`config.mk`:
```
export PLATFORM = sky130hd
export DESIGN_NAME = seq_pattern_tx
export DESIGN_NICKNAME = d
export VERILOG_FILES = /design/src/rtl/seq_pattern_pkg.sv /design/src/rtl/down_counter.sv /design/src/rtl/seq_pattern_tx.sv
export SDC_FILE = /design/constraint.sdc
export NUM_CORES = 1
export LEC_CHECK = 0
export CAP_MARGIN = 20
export CORE_MARGIN = 2
export CORE_UTILIZATION = 55
export DETAILED_ROUTE_END_ITERATION = 6
export HOLD_SLACK_MARGIN = 0.06
export PLACE_DENSITY_LB_ADDON = 0.25
export SLEW_MARGIN = 5
export SYNTH_ARGS = -nofsm -noshare
export SYNTH_HDL_FRONTEND = slang
export SYNTH_SLANG_ARGS = --single-unit
export TNS_END_PERCENT = 30
```
`constraint.sdc`:
```
create_clock -name clk -period 2.92 [get_ports clk]
set_input_delay 0.73 -clock clk [delete_from_list [all_inputs] [get_ports clk]]
set_output_delay 0.73 -clock clk [all_outputs]
set_load 0.05 [all_outputs]
```
`src/rtl/seq_pattern_pkg.sv`:
```
// Shared definitions for the serial pattern transmitter: FSM state encoding
// and the default pattern-length and field-width parameters.
package seq_pattern_pkg;

    localparam int MAX_LEN = 8;
    localparam int CNT_W   = 4;

    typedef enum logic [1:0] {
        ST_IDLE  = 2'd0,
        ST_SHIFT = 2'd1,
        ST_GAP   = 2'd2,
        ST_DONE  = 2'd3
    } state_e;

endpackage

```
`src/rtl/down_counter.sv`:
```
// Loadable down-counter with clear and a zero flag. Decrement saturates at
// zero so the count never wraps, whatever the width.
module down_counter #(
    parameter int W = 4
) (
    input  logic         clk,
    input  logic         rst_n,
    input  logic         i_clr,
    input  logic         i_load,
    input  logic [W-1:0] i_load_val,
    input  logic         i_dec,
    output logic [W-1:0] o_count,
    output logic         o_zero
);

    localparam logic [W-1:0] C_ZERO = {W{1'b0}};
    localparam logic [W-1:0] C_ONE  = {{(W-1){1'b0}}, 1'b1};

    logic [W-1:0] r_count;

    // Count register: clear beats load, load beats decrement.
    always_ff @(posedge clk or negedge rst_n) begin
        if (!rst_n) begin
            r_count <= C_ZERO;
        end else if (i_clr) begin
            r_count <= C_ZERO;
        end else if (i_load) begin
            r_count <= i_load_val;
        end else if (i_dec && (r_count != C_ZERO)) begin
            r_count <= r_count - C_ONE;
        end else begin
            r_count <= r_count;
        end
    end

    assign o_count = r_count;
    assign o_zero  = (r_count == C_ZERO);

endmodule

```
`src/rtl/seq_pattern_tx.sv`:
```
// Serial pattern transmitter: sends pattern[len-1:0] MSB first, repeat+1
// times, with gap idle cycles between passes, then pulses done.
module seq_pattern_tx #(
    parameter int MAX_LEN = seq_pattern_pkg::MAX_LEN,
    parameter int CNT_W   = seq_pattern_pkg::CNT_W
) (
    input  logic               clk,
    input  logic               rst_n,
    input  logic               i_start,
    input  logic [MAX_LEN-1:0] i_pattern,
    input  logic [CNT_W-1:0]   i_len,
    input  logic [CNT_W-1:0]   i_repeat,
    input  logic [CNT_W-1:0]   i_gap,
    input  logic               i_abort,
    output logic               o_out,
    output logic               o_out_valid,
    output logic               o_ready,
    output logic               o_busy,
    output logic               o_done
);

    import seq_pattern_pkg::*;

    localparam logic [CNT_W-1:0]   C_ZERO    = {CNT_W{1'b0}};
    localparam logic [CNT_W-1:0]   C_ONE     = {{(CNT_W-1){1'b0}}, 1'b1};
    localparam logic [CNT_W:0]     C_MAX_LEN = (CNT_W+1)'(MAX_LEN);
    localparam logic [MAX_LEN-1:0] C_PAT_Z   = {MAX_LEN{1'b0}};

    state_e             r_state;
    logic [MAX_LEN-1:0] r_pattern;
    logic [CNT_W-1:0]   r_len;
    logic [CNT_W-1:0]   r_gap;
    logic               r_out;
    logic               r_out_valid;
    logic               r_done;

    logic               w_len_ok;
    logic [CNT_W-1:0]   w_start_idx;
    logic [CNT_W-1:0]   w_next_idx;
    logic [CNT_W-1:0]   w_first_idx;
    logic [MAX_LEN-1:0] w_start_vec;
    logic [MAX_LEN-1:0] w_next_vec;
    logic [MAX_LEN-1:0] w_first_vec;
    logic               w_start_bit;
    logic               w_next_bit;
    logic               w_first_bit;
    logic               w_gap_nz;

    logic               w_clr;
    logic               w_bit_load;
    logic [CNT_W-1:0]   w_bit_load_val;
    logic               w_bit_dec;
    logic               w_pass_load;
    logic               w_pass_dec;
    logic               w_gap_load;
    logic               w_gap_dec;
    logic [CNT_W-1:0]   w_bit_cnt;
    logic [CNT_W-1:0]   w_pass_cnt;
    logic [CNT_W-1:0]   w_gap_cnt;
    logic               w_bit_zero;
    logic               w_pass_zero;
    logic               w_gap_zero;
    logic               w_unused_cnt;

    // Length check on the live inputs: lengths 1..MAX_LEN produce a transfer.
    assign w_len_ok = (i_len != C_ZERO) && ({1'b0, i_len} <= C_MAX_LEN);

    // Bit selection by shifting keeps the index width independent of MAX_LEN.
    assign w_start_idx = i_len - C_ONE;
    assign w_start_vec = i_pattern >> w_start_idx;
    assign w_start_bit = w_start_vec[0];
    assign w_next_idx  = w_bit_cnt - C_ONE;
    assign w_next_vec  = r_pattern >> w_next_idx;
    assign w_next_bit  = w_next_vec[0];
    assign w_first_idx = r_len - C_ONE;
    assign w_first_vec = r_pattern >> w_first_idx;
    assign w_first_bit = w_first_vec[0];
    assign w_gap_nz    = (r_gap != C_ZERO);

    // Pass and gap counts only matter through their zero flags.
    assign w_unused_cnt = ^{w_pass_cnt, w_gap_cnt};

    // Counter control: bit counter holds the index of the bit on the wire,
    // pass counter the passes still to come, gap counter the idle cycles left.
    always_comb begin
        w_clr          = 1'b0;
        w_bit_load     = 1'b0;
        w_bit_load_val = C_ZERO;
        w_bit_dec      = 1'b0;
        w_pass_load    = 1'b0;
        w_pass_dec     = 1'b0;
        w_gap_load     = 1'b0;
        w_gap_dec      = 1'b0;
        case (r_state)
            ST_IDLE: begin
                if (i_start && w_len_ok) begin
                    w_bit_load     = 1'b1;
                    w_bit_load_val = w_start_idx;
                    w_pass_load    = 1'b1;
                end else begin
                    w_clr = 1'b0;
                end
            end
            ST_SHIFT: begin
                if (i_abort) begin
                    w_clr = 1'b1;
                end else if (!w_bit_zero) begin
                    w_bit_dec = 1'b1;
                end else if (!w_pass_zero) begin
                    w_pass_dec = 1'b1;
                    if (w_gap_nz) begin
                        w_gap_load = 1'b1;
                    end else begin
                        w_bit_load     = 1'b1;
                        w_bit_load_val = w_first_idx;
                    end
                end else begin
                    w_clr = 1'b0;
                end
            end
            ST_GAP: begin
                if (i_abort) begin
                    w_clr = 1'b1;
                end else if (w_gap_zero) begin
                    w_bit_load     = 1'b1;
                    w_bit_load_val = w_first_idx;
                end else begin
                    w_gap_dec = 1'b1;
                end
            end
            ST_DONE: begin
                w_clr = 1'b1;
            end
            default: begin
                w_clr = 1'b1;
            end
        endcase
    end

    down_counter #(.W(CNT_W)) u_bit_cnt (
        .clk        (clk),
        .rst_n      (rst_n),
        .i_clr      (w_clr),
        .i_load     (w_bit_load),
        .i_load_val (w_bit_load_val),
        .i_dec      (w_bit_dec),
        .o_count    (w_bit_cnt),
        .o_zero     (w_bit_zero)
    );

    down_counter #(.W(CNT_W)) u_pass_cnt (
        .clk        (clk),
        .rst_n      (rst_n),
        .i_clr      (w_clr),
        .i_load     (w_pass_load),
        .i_load_val (i_repeat),
        .i_dec      (w_pass_dec),
        .o_count    (w_pass_cnt),
        .o_zero     (w_pass_zero)
    );

    down_counter #(.W(CNT_W)) u_gap_cnt (
        .clk        (clk),
        .rst_n      (rst_n),
        .i_clr      (w_clr),
        .i_load     (w_gap_load),
        .i_load_val (r_gap - C_ONE),
        .i_dec      (w_gap_dec),
        .o_count    (w_gap_cnt),
        .o_zero     (w_gap_zero)
    );

    // Main FSM with latched transfer fields and registered serial outputs.
    always_ff @(posedge clk or negedge rst_n) begin
        if (!rst_n) begin
            r_state     <= ST_IDLE;
            r_pattern   <= C_PAT_Z;
            r_len       <= C_ZERO;
            r_gap       <= C_ZERO;
            r_out       <= 1'b0;
            r_out_valid <= 1'b0;
            r_done      <= 1'b0;
        end else begin
            case (r_state)
                ST_IDLE: begin
                    r_done <= 1'b0;
                    if (i_start) begin
                        r_pattern <= i_pattern;
                        r_len     <= i_len;
                        r_gap     <= i_gap;
                        if (w_len_ok) begin
                            r_state     <= ST_SHIFT;
                            r_out       <= w_start_bit;
                            r_out_valid <= 1'b1;
                        end else begin
                            r_state     <= ST_DONE;
                            r_out       <= 1'b0;
                            r_out_valid <= 1'b0;
                            r_done      <= 1'b1;
                        end
                    end else begin
                        r_out       <= 1'b0;
                        r_out_valid <= 1'b0;
                    end
                end
                ST_SHIFT: begin
                    if (i_abort) begin
                        r_state     <= ST_IDLE;
                        r_out       <= 1'b0;
                        r_out_valid <= 1'b0;
                        r_done      <= 1'b0;
                    end else if (!w_bit_zero) begin
                        r_out       <= w_next_bit;
                        r_out_valid <= 1'b1;
                    end else if (!w_pass_zero) begin
                        if (w_gap_nz) begin
                            r_state     <= ST_GAP;
                            r_out       <= 1'b0;
                            r_out_valid <= 1'b0;
                        end else begin
                            r_out       <= w_first_bit;
                            r_out_valid <= 1'b1;
                        end
                    end else begin
                        r_state     <= ST_DONE;
                        r_out       <= 1'b0;
                        r_out_valid <= 1'b0;
                        r_done      <= 1'b1;
                    end
                end
                ST_GAP: begin
                    if (i_abort) begin
                        r_state     <= ST_IDLE;
                        r_out       <= 1'b0;
                        r_out_valid <= 1'b0;
                    end else if (w_gap_zero) begin
                        r_state     <= ST_SHIFT;
                        r_out       <= w_first_bit;
                        r_out_valid <= 1'b1;
                    end else begin
                        r_out       <= 1'b0;
                        r_out_valid <= 1'b0;
                    end
                end
                ST_DONE: begin
                    r_state     <= ST_IDLE;
                    r_out       <= 1'b0;
                    r_out_valid <= 1'b0;
                    r_done      <= 1'b0;
                end
                default: begin
                    r_state     <= ST_IDLE;
                    r_out       <= 1'b0;
                    r_out_valid <= 1'b0;
                    r_done      <= 1'b0;
                end
            endcase
        end
    end

    assign o_out       = r_out;
    assign o_out_valid = r_out_valid;
    assign o_done      = r_done;
    assign o_ready     = (r_state == ST_IDLE);
    assign o_busy      = (r_state != ST_IDLE);

endmodule

```
## Word-level counts from Yosys, hierarchy flattened

Index checks and enable logic that the tools add are counted.

- $add $sub $neg: 6
- Magnitude comparators: 1
- Equality and inequality tests: 8
- Shift-type cells: 3
- Muxes and demuxes: 72
- Reductions and logical operators: 23

Operator list:

| cell | number |
|---|---|
| $mux 4 | 16 |
| $mux 1 | 41 |
| $shr 8x4->1 | 3 |
| $sub 4x1->4 const B | 6 |
| $reduce_bool 4->1 | 5 |
| $mux 2 | 8 |
| $logic_not 4->1 | 3 |
| $pmux 4 s3 | 1 |
| $reduce_bool 3->1 | 4 |
| $pmux 1 s3 | 3 |
| $pmux 1 s4 | 2 |
| $pmux 2 s4 | 1 |
| $ne 3x3->1 const B | 2 |
| $logic_and 1x1->1 | 5 |
| $eq 2x2->1 const B | 2 |
| $le 4x4->1 const B | 1 |
| $ne 4x4->1 const B | 1 |
| $reduce_and 4->1 | 1 |
| $ne 3x2->1 const B | 1 |
| $reduce_and 3->1 | 1 |
| $eq 2x1->1 const B | 1 |
| $logic_not 2->1 | 1 |
| $ne 2x2->1 const B | 1 |
| $reduce_and 2->1 | 1 |
| other kinds (2) | 2 |

- Register bits: 33
- Bits of input ports: 24
- Output and inout bits: 5
- Logic and storage cells: 123

## Depth between registers and ports, before layout

Gate-level depths: netlist of the first run.

- Depth after elaboration: 9
- Mapped depth: 11

## By module

A second synthesis of the first run with hierarchy kept.

- Cells, all modules: 231
- Area, all modules: 2358.5 µm²

Modules (own cells, without submodules):

| module | instances | cells each | area each (µm²) |
|---|---|---|---|
| seq_pattern_tx | 1 | 138 | 1480.2 |
| down_counter | 3 | 31 | 292.8 |

## Worst setup path before layout of the first run

OpenSTA, ideal clock, no wires.

- Path type: reg2out
- Start point: register r_state[0]
- End point: output port o_busy
- Arrival time: 1.527 ns
- Data required time: 2.190 ns
- Path slack: 0.663 ns
- Stages on the path, launching flop included: 5
- Path buffers: 1
- Path through: dfrtp_1 inv_1 ha_1 clkbuf_1 inv_1

- Cells in the longest elaborated chain, start to end: 1

RTL lines:

| item | RTL line | RTL |
|---|---|---|
| start: declaration | seq_pattern_tx.sv:29 | `state_e r_state;` |
| start signal: assignment | seq_pattern_tx.sv:176 | `r_state <= ST_IDLE;` |
| start signal: assignment | seq_pattern_tx.sv:192 | `r_state <= ST_SHIFT;` |
| start signal: assignment | seq_pattern_tx.sv:196 | `r_state <= ST_DONE;` |
| $reduce_bool 2->1 | seq_pattern_tx.sv:265 | `assign o_busy = (r_state != ST_IDLE);` |
| end: declaration | seq_pattern_tx.sv:18 | `output logic o_busy,` |

Every way passes these cells.

## Worst setup path in the final report of the first run

Same ends and word-level chain as after synthesis.

==> flow_summary_export.csv, run 1 <==
group,metric,value,unit
yosys,netlist_area,0.00223,sq mm
timing,rsz0062_at_grt,"false",
critical_path,cp_data_arrival_time,2.03,ns
min_path,holdPathEnd,"o_done$_DFFE_PN0P_",
floorplanning,ios,29,
min_path,hp-start,"o_done$_DFFE_PN0P_",
timing,finalSetupTns,0,ns
placement,preCtsSetupSlack,0.162,ns
global_routing,grt-ovfl-total,0,
floorplanning,rows,23,
critical_path,crit_fanout,5,
yosys,synthDistinctLibCells,54,
timing,tightest_slew,0.548,ns
critical_path,worst_r2r_endpoint,"u_gap_cnt.o_count[2]$_DFFE_PN0P_",
floorplanning,core-area,0.00394,sq mm
yosys,synth_cells,204,
finish,antennaDiodeCount,0,
cts,numCtsBuffers,5,
timing,hold_slack,0.499,ns
run_status,status,"finished, final reports clean",
yosys,synthTopCellsByArea,"dfrtp_1 37%, mux2_2 8.1%, ha_1 6.7%",
finish,drive_gt1_frac,0.208,
timing,fin_crit,2.76,ns
yosys,synthArstFlopShare,1.00,
yosys,ys_seq_area_frac,0.371,
detailed_routing,drt_wl_total,4.63,mm
yosys,synth_flop_cell,"dfrtp_1",
timing,max_slew_margin,0.632,
min_path,hold_class,"register to register",
cts,post-cts-setup-buffer-count,0,
cts,root_buffer,"clkbuf_8",
floorplanning,die_w,67.6,microns
floorplanning,die_h,67.6,microns
yosys,syn_nets,240,
critical_path,r2r_cells,9,
cts,cts_buffer_depth,2,
cts,cts_tree,"yes",
finish,fin_cells,295,
floorplanning,die_area,0.00457,sq mm
timing,finalWorstSetupSlack,0.157,ns
detailed_routing,drc_errors,0,
yosys,yosys_register_bits,33,
detailed_routing,ant_nets,0,
critical_path,cp.required,2.19,ns
critical_path,reg2reg_slack,0.60,ns
power,totalPowerFinal,2.69,mW
global_routing,grt_util_all_layers,0.232,
critical_path,r2r_start,"u_pass_cnt.o_count[0]$_DFFE_PN0P_",
yosys,synth_top_cell_by_area,"dfrtp_1",
floorplanning,start_util,0.565,
cts,numClockSinks,33,
global_routing,grt_pass1_wl,7.71,mm
critical_path,end_kind,"output port",
timing,drv_slew,0,
detailed_routing,first_iter_violations,72,
yosys,yosys_warnings,0,
yosys,synth-edff-count,0,
placement,place.gp.congestion,0.881,
cts,cts_resized,0,
finish,fin_nets,280,
run,cap_violations,0,
power,p_leak,1.12,nW
detailed_routing,wl_per_cell,15.7,microns
timing,min_period_over_period,0.946,
critical_path,worstSetupPathType,"register to output port",
power,powerDensity,999,mW/mm^2
yosys,synth_top_area_share,0.371,
yosys,postSynthAreaPerCell,10.9,sq um
global_routing,grt_pass1_vias,1629,
detailed_routing,firstDrtPassIters,4,
placement,dp_hpwl,3.61,mm
timing,setup_viol_count_final,0,
finish,areaGrowthSynthToFinish,21.1,%
power,peakVddDrop,0.000517,V
detailed_routing,viasPerCell,5.89,
cts,clk_latency,0.28,ns
placement,port_buffers,28,
global_routing,antenna_found_initial,0,
cts,cts.clk_slew.worst_paths,0.06,ns
timing,fmax,0.362,GHz
detailed_routing,vias,1739,
cts,hold_buffers,0,
global_routing,grt_max_degree,34,
timing,hold_violations,0,
cts,htree_levels,2,
critical_path,startpoint_type,"register",
placement,dp_cells,287,
min_path,holdPathStages,1,
timing,fin_skew,0.00372,ns
==> per-stage QoR <==
stage,utilization,area (sq um)
3_5_place_dp,0.664,2620
4_1_cts,0.684,2700
2_1_floorplan,-,2230
3_3_place_gp,0.664,2620
5_1_grt,0.684,2700
6_report,0.684,2700
==> critical path, stage by stage (launching register included) <==
cell             delay, ns
dfrtp_1               0.43
inv_1                 0.11
ha_1                  0.23
inv_1                 0.15
clkdlybuf4s50_1       0.83
==> routing by layer <==
metal / vias up / global-route usage / routed length [microns]
met5: - / 0 / 0
met2: 53 / 0.370 / 2150
met4: 0 / 0.102 / 91
li1: 840 / - / -
met1: 838 / 0.306 / 2180
met3: 8 / 0.0450 / 215
==> layout by cell type, fill, tap and decap left out, types with 12 or more instances in the layout <==
| cell type | n |
|---|---|
| nand2_1 | 14 |
| nor2_1 | 13 |
| buf_4 | 12 |
| mux2_2 | 16 |
| clkdlybuf4s50_1 | 28 |
| ha_1 | 12 |
| inv_1 | 12 |
| dfrtp_1 | 33 |
==> flip-flops by register name, summed over array words and instances (netlist names) <==
name,count
o_done,1
o_out,1
o_out_valid,1
r_gap,4
r_len,4
r_pattern,8
r_state,2
u_bit_cnt.o_count,4
u_gap_cnt.o_count,4
u_pass_cnt.o_count,4
==> how the worst max path moves through the flow <==
stage / to / cells past startpoint / startpoint / slack (ns)
after floorplan: o_busy / 4 / r_state[0]$_DFFE_PN0P_ / 0.66
after global placement: u_gap_cnt.o_count[2]$_DFFE_PN0P_ / 7 / i_abort / 0.21
after detailed placement: u_gap_cnt.o_count[2]$_DFFE_PN0P_ / 7 / i_abort / 0.16
after CTS: o_busy / 4 / r_state[0]$_DFFE_PN0P_ / 0.14
after global routing: o_busy / 4 / r_state[0]$_DFFE_PN0P_ / 0.06
final: o_busy / 4 / r_state[0]$_DFFE_PN0P_ / 0.16
==> cells by family (layout without fill, tap and decap cells) <==
logic type               after synthesis  after routing  share of synthesized area
flip-flops                            33             33                      0.371
multiplexers                          26             26                      0.160
adder cells (fa/ha/maj)               12             12                     0.0675
AO/OA/AOI/OAI                         38             38                      0.135
AND/OR/NAND/NOR                       63             63                      0.168
XOR/XNOR                              13             13                     0.0596
buffers and inverters                 19             60                     0.0393
==> layout make-up <==
type                       count  area [sq um]
sequential                    33           826
inverter                      12          45.0
fill                         319          1250
clock buffer                   8          80.1
timing repair buffer          40           370
tap                           50          62.6
multi-input combinational    152          1310
==> where the power goes <==
| group | switching (mW) | internal, mW |
|---|---|---|
| clock | 0.158 | 0.169 |
| combinational | 0.768 | 0.725 |
| sequential | 0.212 | 0.663 |
| total | 1.14 | 1.56 |
==> cell usage after synthesis, types with 2 or more instances <==
library cell / n
nand3_1: 4
nor2b_1: 2
nor4_1: 3
a31oi_1: 2
buf_6: 2
nor2_1: 13
nand2_1: 14
mux4_2: 6
a211oi_1: 7
nand2b_1: 4
xnor2_1: 5
inv_1: 12
xor2_1: 7
a21oi_1: 4
o211ai_1: 2
mux2_2: 16
o21ai_0: 7
a22oi_1: 2
nor3_1: 7
or2_2: 2
dfrtp_1: 33
mux2i_1: 4
ha_1: 12
clkbuf_1: 4
No activity file was read; power rests on OpenSTA's default activity.
==> inputs of run 2 (changes only) <==
--- a/config.mk
+++ b/config.mk
@@ -12,4 +12,5 @@
 export HOLD_SLACK_MARGIN = 0.06
 export PLACE_DENSITY_LB_ADDON = 0.25
+export SETUP_SLACK_MARGIN = 0.5
 export SLEW_MARGIN = 5
 export SYNTH_ARGS = -nofsm -noshare
==> constraint.sdc (replaced) <==
create_clock -name clk -period 2.92 [get_ports clk]
set_input_delay 0.73 -clock clk [delete_from_list [all_inputs] [get_ports clk]]
set_output_delay 0.73 -clock clk [all_outputs]
set_load 0.1 [all_outputs]
==> run 2 against run 1 <==
Cell count unchanged. Die area unchanged. Combinational power increased by 11%. Count of clock-buffer cells in the layout decreased by 1. Critical path depth increased by 3. Via count decreased by 0.81%. Maximum frequency increased by 17%. Register-to-register slack about the same. Non-clock buffer count unchanged. First-iteration DRC count increased by 31%. Setup slack improved by 0.40 ns. Cell area increased by 1.3%.
==> flow_summary_export.csv, run 2 (synthesized netlist as in run 1, its figures left out) <==
group,metric,value,unit
cts,numCtsBuffers,5,
critical_path,worstSetupPathType,"input pin to register",
critical_path,cp.required,3.08,ns
global_routing,grt_util_all_layers,0.242,
critical_path,cp_data_arrival_time,2.52,ns
timing,max_slew_margin,0.638,
global_routing,grt-ovfl-total,0,
timing,drv_slew,0,
power,p_leak,1.14,nW
power,powerDensity,1060,mW/mm^2
detailed_routing,viasPerCell,5.85,
global_routing,grt_pass1_vias,1722,
floorplanning,rows,23,
critical_path,crit_fanout,3,
floorplanning,start_util,0.565,
finish,largest_register_ffs,8,
power,power_switching,1.29,mW
run_status,status,"finished, final reports clean",
finish,nFillCells,305,
timing,fmax,0.424,GHz
power,pwr-share-seq,0.302,
floorplanning,die_area,0.00457,sq mm
timing,rsz0062_at_grt,"true",
power,swShare,0.445,
power,p_int,1.61,mW
detailed_routing,wl_per_cell,16.1,microns
power,peakVddDrop,0.000447,V
cts,htree_levels,2,
cts,root_buffer,"clkbuf_8",
global_routing,grt_max_degree,34,
global_routing,antenna_found_initial,0,
detailed_routing,firstDrtPassIters,4,
placement,port_buffers,28,
global_routing,grt_pass1_wl,8.14,mm
finish,antennaDiodeCount,0,
power,clkPwrFrac,0.131,
min_path,hold_class,"register to register",
placement,dp_hpwl,3.57,mm
placement,place.gp.congestion,0.867,
floorplanning,die_w,67.6,microns
timing,tightest_slew,0.538,ns
run,cap_violations,0,
cts,cts_buffer_depth,2,
floorplanning,die_h,67.6,microns
timing,fin_crit,2.36,ns
critical_path,end_kind,"register",
finish,final_cell_mix,"33 x dfrtp_1, 23 x clkdlybuf4s50_1, 17 x buf_4",
timing,min_period_over_period,0.809,
timing,hold_violations,0,
detailed_routing,vias,1725,
finish,areaGrowthSynthToFinish,22.7,%
timing,finalSetupTns,0,ns
floorplanning,ios,29,
cts,cts_tree,"yes",
detailed_routing,ant_nets,0,
cts,clk_latency,0.29,ns
finish,final_common_cell,"dfrtp_1",
detailed_routing,drc_errors,0,
finish,fin_nets,280,
detailed_routing,drt_wl_total,4.75,mm
power,p_comb_frac,0.568,
placement,preCtsSetupSlack,0.211,ns
timing,finalWorstSetupSlack,0.559,ns
cts,cts.clk_slew.worst_paths,0.07,ns
critical_path,startpoint_type,"input pin",
cts,numClockSinks,33,
finish,drive_gt1_frac,0.257,
timing,fin_skew,0.00491,ns
timing,setup_viol_count_final,0,
detailed_routing,first_iter_violations,94,
cts,hold_buffers,0,
floorplanning,core-area,0.00394,sq mm
finish,largest_register,"r_pattern",
## run 2: cell types whose count changed in the layout (fill, tap and decap cells not counted), moves of 2 or more
cell             before  now
clkdlybuf4s50_1      28   23
clkbuf_1              3    0
clkbuf_8              5    7
buf_4                12   17
## run 2: cell type report
type,count,area (sq um),share of cell area
clock inverters,1,5.00,0.00183
repair buffers,40,358,0.131
multi-input cells,152,1340,0.489
clock buffers,7,96.3,0.0353
flip-flops and latches,33,826,0.302
inverters,12,48.8,0.0179
well taps,50,62.6,0.0229
## run 2: final timing paths
kind                       cells after the start                               end  slack [ns]                              from
min in group asynchronous                      2  u_bit_cnt.o_count[2]$_DFFE_PN0P_        0.83                             rst_n
min                                            1                o_done$_DFFE_PN0P_        0.52                o_done$_DFFE_PN0P_
min reg2reg                                    1                o_done$_DFFE_PN0P_        0.52                o_done$_DFFE_PN0P_
max                                            7                   o_out$_DFF_PN0_        0.56                          i_len[0]
max reg2reg                                    8  u_gap_cnt.o_count[2]$_DFFE_PN0P_        0.60  u_bit_cnt.o_count[0]$_DFFE_PN0P_
max in group asynchronous                      2  u_gap_cnt.o_count[0]$_DFFE_PN0P_        1.78                             rst_n
## run 2: metrics by stage
step | power [mW] | cells | cell area, sq um | hold slack, ns | util
floorplan | 2.14 | 204 | 2240 | 0.434 | -
global placement | 2.46 | 286 | 2610 | 0.498 | 0.663
detailed placement | 2.49 | 286 | 2610 | 0.498 | 0.663
CTS | 2.89 | 294 | 2710 | 0.517 | 0.688
global route | 3.12 | 295 | 2730 | 0.556 | 0.693
finish | 2.90 | 295 | 2730 | 0.515 | 0.693
## run 2: critical path, cell delays in order
cell and delay, ns:
clkdlybuf4s50_1 0.48, inv_1 0.07, ha_1 0.34, mux4_2 0.32, mux2_2 0.28, a31oi_1 0.19
o41ai_1 0.11
## run 2: what timing repair did
item,in CTS,in global routing
resized for setup,0,3
setup endpoints to repair,0,6
buffers inserted,0,1
## run 2: routing by layer
metal  share of wire  vias up  wire length [microns]  track usage
li1                -      832                      -            -
met1            0.46      840                   2200        0.330
met2            0.47       45                   2260        0.381
met3           0.045        8                    214       0.0500
met4           0.016        0                     78       0.0842
met5               0        -                      0            0
## run 2: power by group through the flow
| stage | Clock [mW] | Sequential [mW] | Combinational, mW |
|---|---|---|---|
| after floorplan | 0 | 0.929 | 1.21 |
| after global placement | 0 | 0.868 | 1.59 |
| after detailed placement | 0 | 0.880 | 1.61 |
| after CTS | 0.390 | 0.872 | 1.63 |
| after global routing | 0.410 | 0.911 | 1.80 |
| final | 0.380 | 0.875 | 1.65 |
==> inputs of run 3 (changes only) <==
- clock period: 2.92 -> 2.3 ns (I/O delays scaled with it)
==> run 3 against run 2 <==
Die area is the same. Combinational power grew 80%. Global-route usage up 4.6 points. Via count is 17% higher. Wire length increased by 31%. Count of clock-buffer cells in the layout is 1 lower. Register-to-register slack worse by 0.30 ns. Critical path depth up 1. Largest cell class unchanged. Setup slack worse by 0.26 ns. Cell count grew 14%. Clock power rose by 14%. Sequential power up 28%.
==> flow_summary_export.csv, run 3 (synthesized netlist as in run 1, its figures left out) <==
group,metric,value,unit
power,powerDensity,1390,mW/mm^2
global_routing,grt_util_all_layers,0.288,
timing,fmax,0.501,GHz
floorplanning,start_util,0.565,
power,peakVddDrop,0.000792,V
cts,numClockSinks,33,
timing,tightest_slew,0.570,ns
finish,final_common_cell,"buf_4",
placement,port_buffers,28,
cts,hold_buffers,0,
run,cap_violations,0,
finish,final_cell_mix,"49 x buf_4, 29 x dfrtp_1, 20 x clkdlybuf4s50_1",
critical_path,cp.required,2.47,ns
cts,cts.clk_slew.worst_paths,0.07,ns
critical_path,crit_chain,"or4_1 -> nand4_1 -> mux2i_1 -> ha_2 -> buf_6 -> nand2_2 -> nand3_2 -> a31oi_1",
min_path,hold_class,"register to register",
floorplanning,rows,23,
min_path,holdPathStages,1,
power,p_leak,1.39,nW
critical_path,r2r_start,"r_gap[0]$_DFFE_PN0P_",
placement,place.gp.congestion,0.866,
finish,multi_input_area,0.00149,sq mm
detailed_routing,first_iter_violations,139,
global_routing,grt_pass1_wl,9.65,mm
timing,max_slew_margin,0.616,
timing,rsz0062_at_grt,"true",
run_status,status,"finished, final reports clean",
critical_path,crit_fanout,5,
floorplanning,die_w,67.6,microns
floorplanning,die_area,0.00457,sq mm
finish,fin_nets,322,
min_path,holdPathEnd,"o_done$_DFFE_PN0P_",
detailed_routing,drc_errors,0,
global_routing,antenna_found_initial,0,
finish,fin_area,0.00326,sq mm
critical_path,startpoint_type,"register",
timing,fin_crit,2.00,ns
timing,setup_viol_count_final,0,
critical_path,path_buf_inv,1,
timing,drv_slew,0,
detailed_routing,vias,2013,
finish,largest_register,"r_pattern",
finish,areaGrowthSynthToFinish,46.4,%
finish,fin_cells,337,
detailed_routing,viasPerCell,5.97,
global_routing,grt_max_degree,34,
placement,placed_area,0.00281,sq mm
critical_path,reg2reg_slack,0.30,ns
finish,largest_register_ffs,8,
global_routing,grt_pass1_vias,2021,
cts,root_buffer,"clkbuf_8",
timing,fin_skew,0.00625,ns
cts,htree_levels,2,
floorplanning,ios,29,
min_path,hp-start,"o_done$_DFFE_PN0P_",
detailed_routing,ant_nets,0,
critical_path,crit_family,"simple AND/OR/NAND/NOR gates",
global_routing,grt-ovfl-total,0,
detailed_routing,firstDrtPassIters,4,
placement,dp_cells,304,
finish,nFillCells,205,
critical_path,end_kind,"register",
floorplanning,core-area,0.00394,sq mm
detailed_routing,drt_wl_total,6.25,mm
critical_path,worst_r2r_endpoint,"u_gap_cnt.o_count[2]$_DFFE_PN0P_",
finish,drive_gt1_frac,0.484,
cts,clk_latency,0.29,ns
floorplanning,die_h,67.6,microns
critical_path,slowest_delay,0.54,ns
placement,dp_hpwl,3.85,mm
finish,seq_area,831,sq um
timing,hold_violations,0,
finish,antennaDiodeCount,0,
critical_path,cp_data_arrival_time,2.17,ns
critical_path,r2r_cells,8,
critical_path,worstSetupPathType,"register to register",
critical_path,cp_slowest_cell,"or4_1",
detailed_routing,wl_per_cell,18.5,microns
cts,cts_tree,"yes",
cts,numCtsBuffers,5,
cts,cts_buffer_depth,2,
timing,min_period_over_period,0.868,
run 3: cell types whose count changed in the layout (fill, tap and decap cells not counted), moves of 6 or more:
cell / previous run / this run
buf_4: 17 / 49
buf_6: 0 / 6
inv_2: 0 / 7
inv_1: 11 / 3
ha_1: 11 / 5
run 3: stage by stage:
| stage | util | TNS [ns] | total power [mW] | setup slack [ns] | hold slack, ns |
|---|---|---|---|---|---|
| 2_1_floorplan | - | 0 | 2.78 | 0.129 | 0.279 |
| 3_3_place_gp | 0.713 | -0.893 | 3.35 | -0.163 | 0.491 |
| 3_5_place_dp | 0.713 | -1.33 | 3.42 | -0.209 | 0.496 |
| 4_1_cts | 0.800 | 0 | 4.24 | 0.301 | 0.512 |
| 5_1_grt | 0.826 | 0 | 4.77 | 0.229 | 0.547 |
| 6_report | 0.826 | 0 | 4.52 | 0.304 | 0.513 |
run 3: worst max path at each step:
| stage | start | slack [ns] | depth (start not counted) | endpoint |
|---|---|---|---|---|
| after floorplan | r_state[1]$_DFFE_PN0P_ | 0.13 | 7 | r_state[1]$_DFFE_PN0P_ |
| after global routing | r_gap[0]$_DFFE_PN0P_ | 0.23 | 8 | u_gap_cnt.o_count[2]$_DFFE_PN0P_ |
| after global placement | i_len[0] | -0.16 | 8 | u_bit_cnt.o_count[3]$_DFFE_PN0P_ |
| after detailed placement | i_len[0] | -0.21 | 8 | u_bit_cnt.o_count[3]$_DFFE_PN0P_ |
| after CTS | u_pass_cnt.o_count[1]$_DFFE_PN0P_ | 0.30 | 8 | u_bit_cnt.o_count[3]$_DFFE_PN0P_ |
| final | r_gap[0]$_DFFE_PN0P_ | 0.30 | 8 | u_gap_cnt.o_count[2]$_DFFE_PN0P_ |
run 3: routing by layer:
metal  part of all wire  global-route usage  up-vias
met2               0.49               0.474       83
met1               0.42               0.375      989
met3              0.054              0.0617       25
met5                  0                   0        -
met4              0.030              0.0969        0
li1                   -                   -      916
run 3: repair_timing:
action,4_1_cts,5_1_grt
pin swaps,14,11
resized for setup,31,18
buffers inserted,20,5
setup endpoints to repair,19,18
run 3: area by class of cell:
class                           instances  share of cell area
Sequential cell                        33               0.255
Tap cell                               50              0.0192
Multi-Input combinational cell        152               0.456
Clock inverter                          2             0.00307
Timing Repair Buffer                   82               0.228
Clock buffer                            6              0.0223
Inverter                               12              0.0157
run 3: power breakdown:
part	switching [mW]	internal, mW	leakage, nW
combinational	1.48	1.49	0.935
clock	0.224	0.210	0.0450
sequential	0.271	0.848	0.407
==> RTL edit, RTL diff (settings of run 2) <==
Change the package constant `MAX_LEN` from 8 to 16.
--- a/src/rtl/seq_pattern_pkg.sv
+++ b/src/rtl/seq_pattern_pkg.sv
@@ -2,7 +2,7 @@
 // and the default pattern-length and field-width parameters.
 package seq_pattern_pkg;
 
-    localparam int MAX_LEN = 8;
+    localparam int MAX_LEN = 16;
     localparam int CNT_W   = 4;
 
     typedef enum logic [1:0] {
Interface: changed (resized i_pattern); port bits go from 29 to 37. No check against the original RTL was run, so the function may have changed too.
==> RTL edit against run 2 <==
Via count rose by 18%; clock skew rose by 3.5 ps; combinational power rose by 23%; worst hold slack improved by 2.6 ps; design area rose by 20%; sequential cell count rose by 8; worst setup slack got worse by 120 ps; synthesized area rose by 17%; non-clock buffer count rose by 11; wire length rose by 23%; total power rose by 26%; critical endpoint unchanged; largest power group unchanged; highest routed layer unchanged.
==> RTL edit: results (changes against run 2) <==
Outcome
  • Status: completed

Placement
  • Cell Area, Placed: 3070 um2 (+18%)
  • I/O Buffers: 36 (+29%)
  • DP HPWL: 4250 um (+19%)
  • Pre-CTS setup slack: 36.2 ps (-175 ps)
  • Cell total after placement: 318 (+11%)
  • Final Wtd Congestion: 0.814 (-6.1%)

Worst setup path
  • Critical Path Max Stage Delay: 460 ps (-20 ps)
  • Critical-path maximum fanout: 4 (+1)
  • Crit path max-delay family: multiplexers
  • FF-to-FF Start: u_bit_cnt.o_count[0]$_DFFE_PN0P_
  • Critical path startpoint: i_len[0]
  • WP data arrival: 2650 ps (+130 ps)

Logic synthesis
  • Synth Warn #: 0 (unchanged)
  • Seq/Total Area, Yosys: 39.5% (+2.4 points)
  • Synth cell count leaders: dfrtp_1 (41), mux2_2 (24), nor2_1 (14)
  • Avg Cell Area, Syn: 11.3 um2 (+3.5%)
  • Synth unique cells: 43 (-20%)
  • Async SR Flop Fraction: 100% (unchanged)
  • Top cells by area, synth: dfrtp_1 (40%), mux4_2 (11%), mux2_2 (10%)
  • Syn Nets: 275 (+15%)

Power and ir drop
  • P_leak: 1.37 nW (+20%)
  • Maximum vdd drop: 630 uV (+41%)
  • NetSw: 1.49 mW (+16%)

Global routing
  • Global-route met2 utilization: 36.8% (-1.3 points)
  • Largest net degree at the start of global routing: 42 (+24%)
  • Vias in the first global route: 2006 (+16%)
  • M3 GR Usage: 4.83% (-0.17 points)
  • GRT Overall Usage: 24.4% (+0.22 points)
  • First-pass GRT wire length: 9760 um (+20%)
  • Grt met1 use: 35.7% (+2.7 points)

Final layout
  • Max reg flops: 16 (+8)
  • Top reg by flops: r_pattern
  • Antenna Cells: 0 (unchanged)
  • Share of layout cells above drive strength 1: 31.3% (+5.6 points)

Clocking
  • Clock Pin Slew Worst Setup and Hold Paths: 80 ps
  • H-tree depth: 2 (unchanged)
  • Clk Latency, worst-skew pair: around 300 ps
  • Root Buffer: clkbuf_8

STA
  • Worst rel slew slack: 38.7% (-25 points)
  • Hold Vio Cnt, Final: 0 (unchanged)
  • Skew final: 8.39 ps (+3.48 ps)

Route
  • WL/cell: 17.7 um (+10%)
  • Met3 routed wirelength: 308 um (+44%)
  • Wl on met1: 2680 um (+22%)
  • Max Used Layer: met4
  • DRT Wirelength: 5850 um (+23%)
  • 1st-pass router iterations: 4 (unchanged)
  • Met2 wire length: 2740 um (+21%)
  • Initial drt markers: 121 (+29%)
  • Vias per inst: 6.16 (+5.4%)
-- RTL edit: final cells by class --
class                   count  area, um2
inverters                  13       53.8
clock buffers               5       68.8
well taps                  52       65.1
flip-flops and latches     41       1030
repair buffers             51        455
clock inverters             3       65.1
fillers                   309       1170
multi-input cells         165       1540
-- RTL edit: kinds of logic (layout without fill, tap and decap cells) --
group,Yosys count,count (layout),share of synthesized area (%)
XOR/XNOR,14,14,4.72
buffers and inverters,24,72,3.81
flip-flops,41,41,39.5
AND/OR/NAND/NOR,57,57,11.6
adder cells (fa/ha/maj),13,13,6.27
multiplexers,40,40,22.8
AO/OA/AOI/OAI,41,41,11.2
-- RTL edit: power by group through the flow --
| stage | registers [mW] | logic, mW | clock network [mW] |
|---|---|---|---|
| 2_1_floorplan | 1.09 | 1.48 | 0 |
| 3_3_place_gp | 1.06 | 1.91 | 0 |
| 3_5_place_dp | 1.08 | 1.95 | 0 |
| 4_1_cts | 1.07 | 1.99 | 0.554 |
| 5_1_grt | 1.12 | 2.18 | 0.575 |
| 6_report | 1.08 | 2.03 | 0.545 |
-- RTL edit: timing repair --
item                       in CTS  in global routing
hold buffers                    0                  0
setup buffers                   2                  2
pin swaps                       3                  5
setup endpoints to repair       5                  7
gates resized for setup         7                  6
-- RTL edit: path summary, 6_finish.rpt --
path,cells after the start,slack [ps],endpoint
max,8,440,o_out$_DFF_PN0_
min,1,520,o_done$_DFFE_PN0P_
max reg2reg,9,480,u_gap_cnt.o_count[2]$_DFFE_PN0P_
min reg2reg,1,520,o_done$_DFFE_PN0P_
max in group asynchronous,1,1790,r_pattern[11]$_DFFE_PN0P_
min in group asynchronous,1,560,r_pattern[6]$_DFFE_PN0P_
